### config.mk
export PLATFORM = sky130hd
export DESIGN_NAME = pal_test_pattern_gen
export DESIGN_NICKNAME = d
export VERILOG_FILES = /design/src/rtl/video_timing_pkg.sv /design/src/rtl/tpg_bar_lut.sv /design/src/rtl/pal_test_pattern_gen.sv
export SDC_FILE = /design/constraint.sdc
export NUM_CORES = 1
export LEC_CHECK = 0
export CAP_MARGIN = 25
export CORE_AREA = 2 2 105 66
export CTS_CLUSTER_DIAMETER = 150
export DETAILED_ROUTE_END_ITERATION = 10
export DIE_AREA = 0 0 107 68
export PLACE_DENSITY = 0.73
export RECOVER_POWER = 25
export SLEW_MARGIN = 20
export SYNTH_ARGS = -nofsm -noshare
export SYNTH_HDL_FRONTEND = slang
export SYNTH_HIERARCHICAL = 1
export SYNTH_SLANG_ARGS = --single-unit
### constraint.sdc
create_clock -name clkvideo -period 5.2 [get_ports clkvideo]
set_clock_uncertainty 0.2 [all_clocks]
set_input_delay 1.3 -clock clkvideo [delete_from_list [all_inputs] [get_ports clkvideo]]
set_output_delay 1.3 -clock clkvideo [all_outputs]
set_load 0.005 [all_outputs]
### src/rtl/video_timing_pkg.sv
// Shared timing defaults, pattern encodings and the colour-bar table for the
// PAL-style test pattern generator.
package video_timing_pkg;

  localparam int PAL_PIX_DIV      = 2;
  localparam int PAL_H_TOTAL      = 384;
  localparam int PAL_H_ACTIVE     = 320;
  localparam int PAL_H_SYNC_START = 336;
  localparam int PAL_H_SYNC_LEN   = 28;
  localparam int PAL_V_TOTAL      = 312;
  localparam int PAL_V_ACTIVE     = 256;
  localparam int PAL_V_SYNC_START = 280;
  localparam int PAL_V_SYNC_LEN   = 3;

  typedef enum logic [1:0] {
    PAT_BARS     = 2'b00,
    PAT_GRID     = 2'b01,
    PAT_GRADIENT = 2'b10,
    PAT_SOLID    = 2'b11
  } pattern_e;

  typedef struct packed {
    logic [5:0] r;
    logic [5:0] g;
    logic [5:0] b;
  } rgb_t;

  localparam logic [5:0] FULL = 6'h3F;
  localparam logic [5:0] NONE = 6'h00;

  // Classic 75%-order bars, left to right, at full scale.
  localparam rgb_t BAR_COLOURS [8] = '{
    '{FULL, FULL, FULL},  // white
    '{FULL, FULL, NONE},  // yellow
    '{NONE, FULL, FULL},  // cyan
    '{NONE, FULL, NONE},  // green
    '{FULL, NONE, FULL},  // magenta
    '{FULL, NONE, NONE},  // red
    '{NONE, NONE, FULL},  // blue
    '{NONE, NONE, NONE}   // black
  };

endpackage

### src/rtl/tpg_bar_lut.sv
// Combinational colour-bar lookup: 3-bit bar index to 18-bit RGB.
module tpg_bar_lut
  import video_timing_pkg::*;
(
  input  logic [2:0] bar_idx,
  output rgb_t       rgb
);

  assign rgb = BAR_COLOURS[bar_idx];

endmodule

### src/rtl/pal_test_pattern_gen.sv
// 15 kHz PAL-style raster timing and test-pattern source: pixel divider,
// h/v/frame counters, sync/blank decode, pattern mux and registered outputs.
module pal_test_pattern_gen
  import video_timing_pkg::*;
#(
  parameter int PIX_DIV      = PAL_PIX_DIV,
  parameter int H_TOTAL      = PAL_H_TOTAL,
  parameter int H_ACTIVE     = PAL_H_ACTIVE,
  parameter int H_SYNC_START = PAL_H_SYNC_START,
  parameter int H_SYNC_LEN   = PAL_H_SYNC_LEN,
  parameter int V_TOTAL      = PAL_V_TOTAL,
  parameter int V_ACTIVE     = PAL_V_ACTIVE,
  parameter int V_SYNC_START = PAL_V_SYNC_START,
  parameter int V_SYNC_LEN   = PAL_V_SYNC_LEN
)(
  input  logic       clkvideo,
  input  logic       rst,
  input  logic [1:0] pattern_sel,
  output logic [5:0] r,
  output logic [5:0] g,
  output logic [5:0] b,
  output logic       hsync_n,
  output logic       vsync_n,
  output logic       csync_n,
  output logic       blank,
  output logic       frame_start
);

  localparam int DIV_W = (PIX_DIV > 1) ? $clog2(PIX_DIV) : 1;
  localparam int BAR_W = (H_ACTIVE >= 8) ? H_ACTIVE / 8 : 1;

  logic [DIV_W-1:0] div_cnt;
  logic             pe;
  logic [9:0]       h, v;
  logic [5:0]       frame_cnt;
  pattern_e         pat_q, pat_eff;
  logic             h_last, v_last, at_origin;
  logic             hs, vs, act_blank;
  logic [9:0]       bar_q;
  logic [2:0]       bar_idx;
  rgb_t             bar_rgb, pix;

  // With PIX_DIV=1 the counter sits at 0 and pe stays high every cycle.
  assign pe = (div_cnt == DIV_W'(PIX_DIV - 1));

  // NOTE: sequential state uses non-blocking assignments so every register
  // samples pre-edge values, independent of process ordering.
  always_ff @(posedge clkvideo or posedge rst) begin
    if (rst)     div_cnt <= '0;
    else if (pe) div_cnt <= '0;
    else         div_cnt <= div_cnt + DIV_W'(1);
  end

  assign h_last    = (h == 10'(H_TOTAL - 1));
  assign v_last    = (v == 10'(V_TOTAL - 1));
  assign at_origin = (h == 10'd0) && (v == 10'd0);

  always_ff @(posedge clkvideo or posedge rst) begin
    if (rst) begin
      h         <= '0;
      v         <= '0;
      frame_cnt <= '0;
    end else if (pe) begin
      h <= h_last ? 10'd0 : h + 10'd1;
      if (h_last) begin
        v <= v_last ? 10'd0 : v + 10'd1;
        if (v_last) frame_cnt <= frame_cnt + 6'd1;
      end
    end
  end

  // The selection is captured at the frame origin; that first pixel already
  // uses the new selection so a whole frame is drawn with one pattern.
  always_ff @(posedge clkvideo or posedge rst) begin
    if (rst)                  pat_q <= PAT_BARS;
    else if (pe && at_origin) pat_q <= pattern_e'(pattern_sel);
  end

  assign pat_eff = at_origin ? pattern_e'(pattern_sel) : pat_q;

  assign hs = (h >= 10'(H_SYNC_START)) && (h < 10'(H_SYNC_START + H_SYNC_LEN));
  assign vs = (v >= 10'(V_SYNC_START)) && (v < 10'(V_SYNC_START + V_SYNC_LEN));
  assign act_blank = (h >= 10'(H_ACTIVE)) || (v >= 10'(V_ACTIVE));

  assign bar_q   = h / 10'(BAR_W);
  assign bar_idx = (bar_q > 10'd7) ? 3'd7 : bar_q[2:0];

  tpg_bar_lut u_bar_lut (
    .bar_idx (bar_idx),
    .rgb     (bar_rgb)
  );

  // NOTE: pix gets a default before the case so no path leaves it unassigned,
  // which would otherwise infer a latch.
  always_comb begin
    pix = '{r: NONE, g: NONE, b: NONE};
    case (pat_eff)
      PAT_BARS: pix = bar_rgb;
      PAT_GRID: begin
        if ((h[3:0] == 4'd0) || (v[3:0] == 4'd0) ||
            (h == 10'(H_ACTIVE - 1)) || (v == 10'(V_ACTIVE - 1)))
          pix = '{r: FULL, g: FULL, b: FULL};
      end
      PAT_GRADIENT: pix = '{r: h[5:0], g: v[5:0], b: frame_cnt};
      PAT_SOLID:    pix = '{r: FULL, g: FULL, b: FULL};
      default:      pix = '{r: NONE, g: NONE, b: NONE};
    endcase
    if (act_blank) pix = '{r: NONE, g: NONE, b: NONE};
  end

  // Outputs describe the (h,v) seen on the previous pe.
  always_ff @(posedge clkvideo or posedge rst) begin
    if (rst) begin
      r       <= '0;
      g       <= '0;
      b       <= '0;
      hsync_n <= 1'b1;
      vsync_n <= 1'b1;
      csync_n <= 1'b1;
      blank   <= 1'b1;
    end else if (pe) begin
      r       <= pix.r;
      g       <= pix.g;
      b       <= pix.b;
      hsync_n <= ~hs;
      vsync_n <= ~vs;
      csync_n <= ~(hs ^ vs);
      blank   <= act_blank;
    end
  end

  // Single-clkvideo marker on the cycle the origin pixel appears.
  always_ff @(posedge clkvideo or posedge rst) begin
    if (rst) frame_start <= 1'b0;
    else     frame_start <= pe && at_origin;
  end

endmodule

==> results of run 1 <==
[logic make-up after synthesis]
| kind of cell | synth area share (%) |
|---|---|
| adder cells (fa/ha/maj) | 2.15 |
| AND/OR/NAND/NOR | 20.4 |
| AO/OA/AOI/OAI | 20.8 |
| multiplexers | 2.26 |
| flip-flops | 38.6 |
| buffers and inverters | 10.8 |
| XOR/XNOR | 4.92 |
[per-layer routing]
| metal | wire [um] | vias to the layer above | global-route usage (%) |
|---|---|---|---|
| met1 | 4230 | 1270 | 35.8 |
| met2 | 3070 | 72 | 30.3 |
| met3 | 361 | 5 | 4.29 |
| li1 | - | 1323 | - |
| met5 | 0 | - | 0 |
| met4 | 45 | 0 | 3.73 |
[Yosys cell counts (2+ instances only)]
cell type and number:
sky130_fd_sc_hd__a32oi_1 4, sky130_fd_sc_hd__and4_1 3, sky130_fd_sc_hd__a21o_1 2, sky130_fd_sc_hd__o21ai_0 13, sky130_fd_sc_hd__nand3_1 12, sky130_fd_sc_hd__buf_6 2
sky130_fd_sc_hd__ha_1 5, sky130_fd_sc_hd__nor2b_1 34, sky130_fd_sc_hd__xnor2_1 14, sky130_fd_sc_hd__a31oi_1 2, sky130_fd_sc_hd__clkbuf_1 22, sky130_fd_sc_hd__a2111oi_0 32
sky130_fd_sc_hd__dfstp_2 4, sky130_fd_sc_hd__nor3b_1 5, sky130_fd_sc_hd__buf_4 16, sky130_fd_sc_hd__nor2_1 15, sky130_fd_sc_hd__a22oi_1 2, sky130_fd_sc_hd__mux2_2 4
sky130_fd_sc_hd__nor3_1 4, sky130_fd_sc_hd__a41oi_1 2, sky130_fd_sc_hd__nand2_1 23, sky130_fd_sc_hd__nand2b_1 3, sky130_fd_sc_hd__buf_2 4, sky130_fd_sc_hd__xor2_1 5
sky130_fd_sc_hd__dfrtp_1 48, sky130_fd_sc_hd__inv_1 30, sky130_fd_sc_hd__mux2i_1 2, sky130_fd_sc_hd__o2111ai_1 2, sky130_fd_sc_hd__nand4_1 8, sky130_fd_sc_hd__o32ai_1 16
sky130_fd_sc_hd__nor4_1 2, sky130_fd_sc_hd__a21oi_1 5, sky130_fd_sc_hd__and3_1 6
[final cells by class]
cell class                 instances  area [sq um]  area share (%)
timing repair buffer              30           307            8.40
sequential                        52          1310            35.8
clock inverter                     1          30.0           0.823
multi-input combinational        243          1710            46.8
tap                               87           109            2.98
inverter                          30           113            3.09
clock buffer                       7          76.3            2.09
[state kept, by name, summed over array words and instances, names as in the netlist]
| name | count |
|---|---|
| div_cnt | 1 |
| hsync_n | 1 |
| frame_start | 1 |
| vsync_n | 1 |
| frame_cnt | 6 |
| blank | 1 |
| r | 6 |
| g | 6 |
| v | 10 |
| h | 10 |
| b | 6 |
| pat_q | 2 |
| csync_n | 1 |
[how the worst max path moves through the flow]
stage,to,slack (ns),cells after the start
6_report,b[1]$_DFFE_PP0P_,1.70,4
2_1_floorplan,b[0]$_DFFE_PP0P_,2.45,1
3_3_place_gp,g[0]$_DFFE_PP0P_,1.58,4
3_5_place_dp,b[5]$_DFFE_PP0P_,1.49,4
4_1_cts,g[5]$_DFFE_PP0P_,1.78,4
5_1_grt,g[1]$_DFFE_PP0P_,1.59,4
[metrics by stage]
stage / instance area (sq um) / hold WS [ns] / total power [mW] / std cells
final: 3650 / 0.294 / 0.754 / 450
after global routing: 3650 / 0.325 / 0.780 / 450
after CTS: 3640 / 0.298 / 0.758 / 449
after detailed placement: 3530 / 0.280 / 0.484 / 441
after global placement: 3510 / 0.278 / 0.480 / 440
after floorplan: 3380 / 0.258 / 0.457 / 371
[worst register-to-register path, stage by stage, from the launching register on]
cell                        delay, ns
sky130_fd_sc_hd__dfrtp_1         0.34
sky130_fd_sc_hd__clkbuf_1        0.97
sky130_fd_sc_hd__o2111ai_1       0.55
sky130_fd_sc_hd__a41oi_1         0.36
sky130_fd_sc_hd__a2bb2oi_2       0.28
sky130_fd_sc_hd__o32ai_1         0.38
[power groups by stage]
stage	combinational (mW)	clock, mW	sequential, mW
finish	0.0563	0.278	0.420
global placement	0.0504	0	0.429
detailed placement	0.0540	0	0.430
floorplan	0.0319	0	0.425
global route	0.0636	0.295	0.422
CTS	0.0544	0.282	0.422
==> Implementation_results.wiki, run 1 <==
{| class="wikitable"
! Metric !! Value
|-
| Most used cells in the layout excluding fill and tap cells || 48 x sky130_fd_sc_hd__dfrtp_1, 34 x sky130_fd_sc_hd__nor2b_1, 32 x sky130_fd_sc_hd__a2111oi_0
|-
| Number of antenna cells inserted || 0
|-
| Clock network fraction of total power || 36.8%
|-
| Synth-to-Final Area Change || 7.92%
|-
| Worst hold path cell count || 2
|-
| Register area share after synthesis || 38.6%
|-
| Sort of element at the end of the critical path || flop
|-
| Post-route fraction of the period consumed by the critical path || 67.4%
|-
| RSZ-0062 raised after global routing || false
|-
| Number of nets still failing antenna checks after routing || 0
|-
| Synthesis warning total || 6
|-
| Switching share of power || 22.6%
|-
| CP Cell Sequence || clkdlybuf4s50_1 > a41oi_1 > a2bb2oi_2 > o32ai_1
|-
| Starting utilization of the core area || 52.7%
|-
| Die extent in y || 68 um
|-
| Count of final setup violators || 0
|-
| Avg Cell Area, Syn || 9.12 sq um
|-
| Drt wl/cell || 17.1 um
|-
| Number of global-route vias before repair || 2362
|-
| End point of the most critical hold path || vsync_n$_DFFE_PP1P_
|-
| Number of vias per cell || 5.93
|-
| Stage delay of the slowest cell on the critical path || 0.87 ns
|-
| Kind of cell adding the most delay to the critical path || compound AO/OA/AOI/OAI gates
|-
| Netlist cell types || 53
|-
| Maximum root-to-sink buffer count || 2
|-
| Leakage dissipation || 1.44 nW
|-
| Root Buffer || sky130_fd_sc_hd__clkbuf_8
|-
| Critical path launch point type || input pin
|-
| Number of remaining DRC errors || 0
|-
| Row count || 23
|-
| Reg-to-reg setup timing slack || 2.02 ns
|-
| Beginning of the worst register-to-register path || div_cnt$_DFF_PP0_
|-
| Most common library cell in the layout ignoring fill and taps || sky130_fd_sc_hd__dfrtp_1
|-
| IR drop worst, VDD || 0.000142 V
|-
| Global-route wire length before repair || 12600 um
|-
| Post-route core utilization || 56.9%
|-
| Fillcell total || 572
|-
| Worst skew pair latency || 0.31 ns
|-
| Data required time of the worst path || 5.12 ns
|-
| Placeable core area || 6420 sq um
|-
| Slew of the pin with the lowest slew margin || 1.32 ns
|-
| Sinks on the clock net || 52
|-
| Arrival @ worst endpoint || 3.42 ns
|-
| Post-CTS setup buffers || 0
|-
| Number of enable-type register cells in the synthesized netlist || 0
|-
| Logic gate share of total power || 7.5%
|-
| Share of the synthesized area in the top cell type || 35.5%
|-
| Fraction of final layout cells sized beyond drive strength 1 || 5.79%
|-
| Fraction of power consumed by sequential logic || 55.7%
|-
| Iteration count of the initial detailed-routing pass || 5
|-
| Minimum period implied by the final worst setup slack || 3.50 ns
|-
| Achievable Freq || 0.285 GHz
|-
| First-iteration detailed-routing DRC count || 289
|-
| Final weighted congestion in routability-driven placement || 0.949
|-
| Synthesized instance count || 371
|-
| Chip width || 107 um
|-
| Number of antenna violations at the first check in global routing || 0
|-
| Destination of the worst register-to-register timing path || b[1]$_DFFE_PP0P_
|-
| IO buf count || 26
|-
| Combined global-route utilization of all metal layers || 22.2%
|-
| Cell area after synthesis || 3380 sq um
|-
| Half-perimeter wire length of the detailed placement result || 5250 um
|-
| Total number of vias || 2670
|-
| Psw || 0.170 mW
|-
| Setup Total Neg Slack || 0 ns
|-
| Total wire length after detailed routing || 7710 um
|-
| Worst setup path startpoint || pattern_sel[0]
|-
| Class of the most critical setup path || in -> reg
|-
| Most used DFF post-synth || sky130_fd_sc_hd__dfrtp_1
|-
| Total of max-cap violations || 0
|-
| Clock tree from TritonCTS || yes
|-
| Count of pins on the block boundary || 27
|-
| Cell depth of the worst flop-to-flop path || 5
|-
| Syn nets || 380
|-
| Clock H-tree levels || 2
|-
| Layout net count || 371
|-
| Power density normalized to cell area || 207 nW/um^2
|-
| # hold bufs at CTS || 0
|-
| Buffer and inverter count on the worst path || 1
|-
| Final Slew Violations || 0
|-
| Crit path max-delay cell type || sky130_fd_sc_hd__clkdlybuf4s50_1
|-
| Post-Place Worst Slack || 1.49 ns
|-
| Maximum number of pins on one net before global-route repair || 38
|-
| Final WS setup || 1.70 ns
|-
| Num CTS Buffers || 5
|-
| Hold path startpoint || vsync_n$_DFFE_PP1P_
|-
| Status || finished clean
|-
| Hold Vio Cnt, Final || 0
|-
| Internal Pwr Total || 0.584 mW
|-
| Die area || 7280 sq um
|-
| Asr flop ratio synth || 100%
|-
| Largest area contributor in the netlist || sky130_fd_sc_hd__dfrtp_1
|-
| Clock-pin slew on the worst setup and hold paths || 0.09 ns
|-
| Post-cts gate resize count || 0
|-
| Total overflow reported by the global router || 0
|-
| Crit path max fanout || 19
|-
| Hold WC Path Type || reg -> reg
|-
| Number of storage elements in the synthesis netlist || 52
|-
| Max-slew headroom || 11.8%
|-
| Cell types with the largest area share after synthesis || sky130_fd_sc_hd__dfrtp_1 36%, sky130_fd_sc_hd__a2111oi_0 8.3%, sky130_fd_sc_hd__nor2b_1 6.3%
|}
No activity file was read; power rests on OpenSTA's default activity.
==> inputs of run 2 (changes only) <==
Settings changed: CORE_AREA 2 2 105 66 to 2 2 107 67, DIE_AREA 0 0 107 68 to 0 0 109 69.
Clock period 5.2 ns to 3.1 ns, I/O delays scaled along.
==> Implementation_results.wiki, run 2 (synthesized netlist as in run 1, its figures left out) <==
{| class="wikitable"
! Metric !! Value
|-
| Num CTS Buffers || 5 (unchanged)
|-
| Final Slew Violations || 0 (unchanged)
|-
| Arrival @ worst endpoint || 2.63 ns (-0.79 ns)
|-
| Critical path launch point type || flop
|-
| Number of remaining DRC errors || 0 (unchanged)
|-
| Chip width || 109 um (+1.9%)
|-
| Most common library cell in the layout ignoring fill and taps || sky130_fd_sc_hd__dfrtp_1
|-
| Fraction of final layout cells sized beyond drive strength 1 || 8.82% (+3.0 points)
|-
| Hold path startpoint || vsync_n$_DFFE_PP1P_
|-
| Leakage dissipation || 1.48 nW (+3.1%)
|-
| First-iteration detailed-routing DRC count || 245 (-15%)
|-
| Total of max-cap violations || 0 (unchanged)
|-
| CP Cell Sequence || inv_1 > ha_1 > nor3b_1 > and3_1 > nand2_2 > a2111oi_0 > o32ai_1
|-
| Clock H-tree levels || 2 (unchanged)
|-
| Count of pins on the block boundary || 27 (unchanged)
|-
| Drt wl/cell || 17.9 um (+4.7%)
|-
| Data required time of the worst path || 3.09 ns (-2.03 ns)
|-
| Minimum period implied by the final worst setup slack || 2.65 ns
|-
| Starting utilization of the core area || 51.8% (-0.93 points)
|-
| Hold WC Path Type || reg -> reg
|-
| Placeable core area || 6530 sq um (+1.8%)
|-
| Number of vias per cell || 6.14 (+3.4%)
|-
| Iteration count of the initial detailed-routing pass || 5 (unchanged)
|-
| Cell count after placement || 453 (+2.7%)
|-
| Die area || 7520 sq um (+3.4%)
|-
| Clock tree from TritonCTS || yes
|-
| # hold bufs at CTS || 0 (unchanged)
|-
| Class of the most critical setup path || reg -> reg
|-
| Number of global-route vias before repair || 2623 (+11%)
|-
| IR drop worst, VDD || 0.000200 V (+41%)
|-
| Clock-pin slew on the worst setup and hold paths || 0.09 ns (about the same)
|-
| Setup Total Neg Slack || 0 ns (unchanged)
|-
| Final weighted congestion in routability-driven placement || 0.878 (-7.4%)
|-
| Buffer and inverter count on the worst path || 1 (unchanged)
|-
| Post-route fraction of the period consumed by the critical path || 85.3%
|-
| Sinks on the clock net || 52 (unchanged)
|-
| Total number of vias || 2829 (+6.0%)
|-
| Global-route wire length before repair || 13900 um (+11%)
|-
| Overall Power || 1.21 mW (+61%)
|-
| Number of antenna cells inserted || 0 (unchanged)
|-
| Worst hold path cell count || 2 (unchanged)
|-
| Destination of the worst register-to-register timing path || r[0]$_DFFE_PP0P_
|-
| Kind of cell adding the most delay to the critical path || simple AND/OR/NAND/NOR gates
|-
| Layout net count || 382 (+3.0%)
|-
| Cell depth of the worst flop-to-flop path || 7 (+2)
|-
| Slew of the pin with the lowest slew margin || 0.826 ns (-0.497 ns)
|-
| Achievable Freq || 0.378 GHz
|-
| Half-perimeter wire length of the detailed placement result || 5840 um (+11%)
|-
| Beginning of the worst register-to-register path || h[0]$_DFFE_PP0P_
|-
| RSZ-0062 raised after global routing || false
|-
| Minimum hold slack || 0.299 ns (+0.00499 ns)
|-
| Maximum root-to-sink buffer count || 2 (unchanged)
|-
| Die extent in y || 69 um (+1.5%)
|-
| Worst skew pair latency || 0.32 ns (about the same)
|-
| Power density normalized to cell area || 329 nW/um^2 (+59%)
|-
| Total wire length after detailed routing || 8260 um (+7.2%)
|-
| Row count || 23 (unchanged)
|-
| Hold Vio Cnt, Final || 0 (unchanged)
|-
| Maximum number of pins on one net before global-route repair || 32 (-16%)
|-
| Stage delay of the slowest cell on the critical path || 0.55 ns (-0.32 ns)
|-
| End point of the most critical hold path || vsync_n$_DFFE_PP1P_
|-
| Total overflow reported by the global router || 0 (unchanged)
|-
| Most used cells in the layout excluding fill and tap cells || 48 x sky130_fd_sc_hd__dfrtp_1, 34 x sky130_fd_sc_hd__nor2b_1, 32 x sky130_fd_sc_hd__a2111oi_0
|-
| Combined global-route utilization of all metal layers || 23.6% (+1.4 points)
|-
| Number of antenna violations at the first check in global routing || 0 (unchanged)
|-
| Crit path max fanout || 17 (-2)
|-
| Biggest regs || h (10), v (10)
|-
| Filler-free cell count of the finished design || 461 (+2.4%)
|-
| IO buf count || 26 (unchanged)
|-
| Reg-to-reg setup timing slack || 0.45 ns (-1.57 ns)
|-
| Count of final setup violators || 0 (unchanged)
|-
| Status || finished clean
|-
| Root Buffer || sky130_fd_sc_hd__clkbuf_8
|-
| Post-CTS setup buffers || 0 (unchanged)
|-
| Post-cts gate resize count || 0 (unchanged)
|-
| Placed inst area || 3620 sq um (+2.6%)
|-
| Design area || 3700 sq um (+1.3%)
|-
| Max-slew headroom || 44.8% (+33 points)
|-
| Sort of element at the end of the critical path || flop
|-
| Number of nets still failing antenna checks after routing || 0 (unchanged)
|-
| Crit path max-delay cell type || sky130_fd_sc_hd__a2111oi_0
|-
| Synth-to-Final Area Change || 9.32%
|}
[run 2: changes by cell type in the layout (fill, tap and decap cells not counted), sizes merged]
| cell | before | now |
|---|---|---|
| buf | 3 | 14 |
| bufinv | 1 | 0 |
| clkbuf | 8 | 9 |
[run 2: power breakdown]
group          total (mW)  internal, mW  leakage, nW  switching (mW)
clock network       0.416         0.183       0.0455           0.233
logic              0.0942        0.0453        0.814          0.0489
registers           0.705         0.691        0.624          0.0137
[run 2: layer usage]
metal  part of all wire [%]  vias up  track usage [%]
met1                     51     1392             38.0
met3                    5.8        4             5.58
met4                   0.53        0             3.70
li1                       -     1344                -
met5                      0        -                0
met2                     42       89             32.0
[run 2: worst min-delay path, delay by kind of cell, from the launching register on]
family,cells,cell delay [ns]
DFF,1,0.38
AOI/OAI and AO/OA,1,0.04
and+or+nand+nor,1,0.08
[run 2: layout make-up]
type	count	area, sq um
inverters	30	113
flip-flops and latches	52	1310
clock buffers	8	90.1
repair buffers	41	370
fillers	608	2840
multi-input cells	243	1710
well taps	87	109
[run 2: worst max-delay path by stage]
stage	depth (start not counted)	startpoint	to
2_1_floorplan	11	h[7]$_DFFE_PP0P_	b[1]$_DFFE_PP0P_
3_3_place_gp	9	h[6]$_DFFE_PP0P_	b[0]$_DFFE_PP0P_
3_5_place_dp	9	h[6]$_DFFE_PP0P_	b[0]$_DFFE_PP0P_
4_1_cts	9	h[6]$_DFFE_PP0P_	b[0]$_DFFE_PP0P_
5_1_grt	9	h[6]$_DFFE_PP0P_	b[0]$_DFFE_PP0P_
6_report	7	h[0]$_DFFE_PP0P_	r[0]$_DFFE_PP0P_
[run 2: per-stage QoR]
| step | setup WS [ns] | util (%) |
|---|---|---|
| after floorplan | 0.717 | - |
| after global placement | 0.514 | 55.4 |
| after detailed placement | 0.515 | 55.4 |
| after CTS | 0.499 | 56.8 |
| after global routing | 0.167 | 56.6 |
| final | 0.454 | 56.6 |
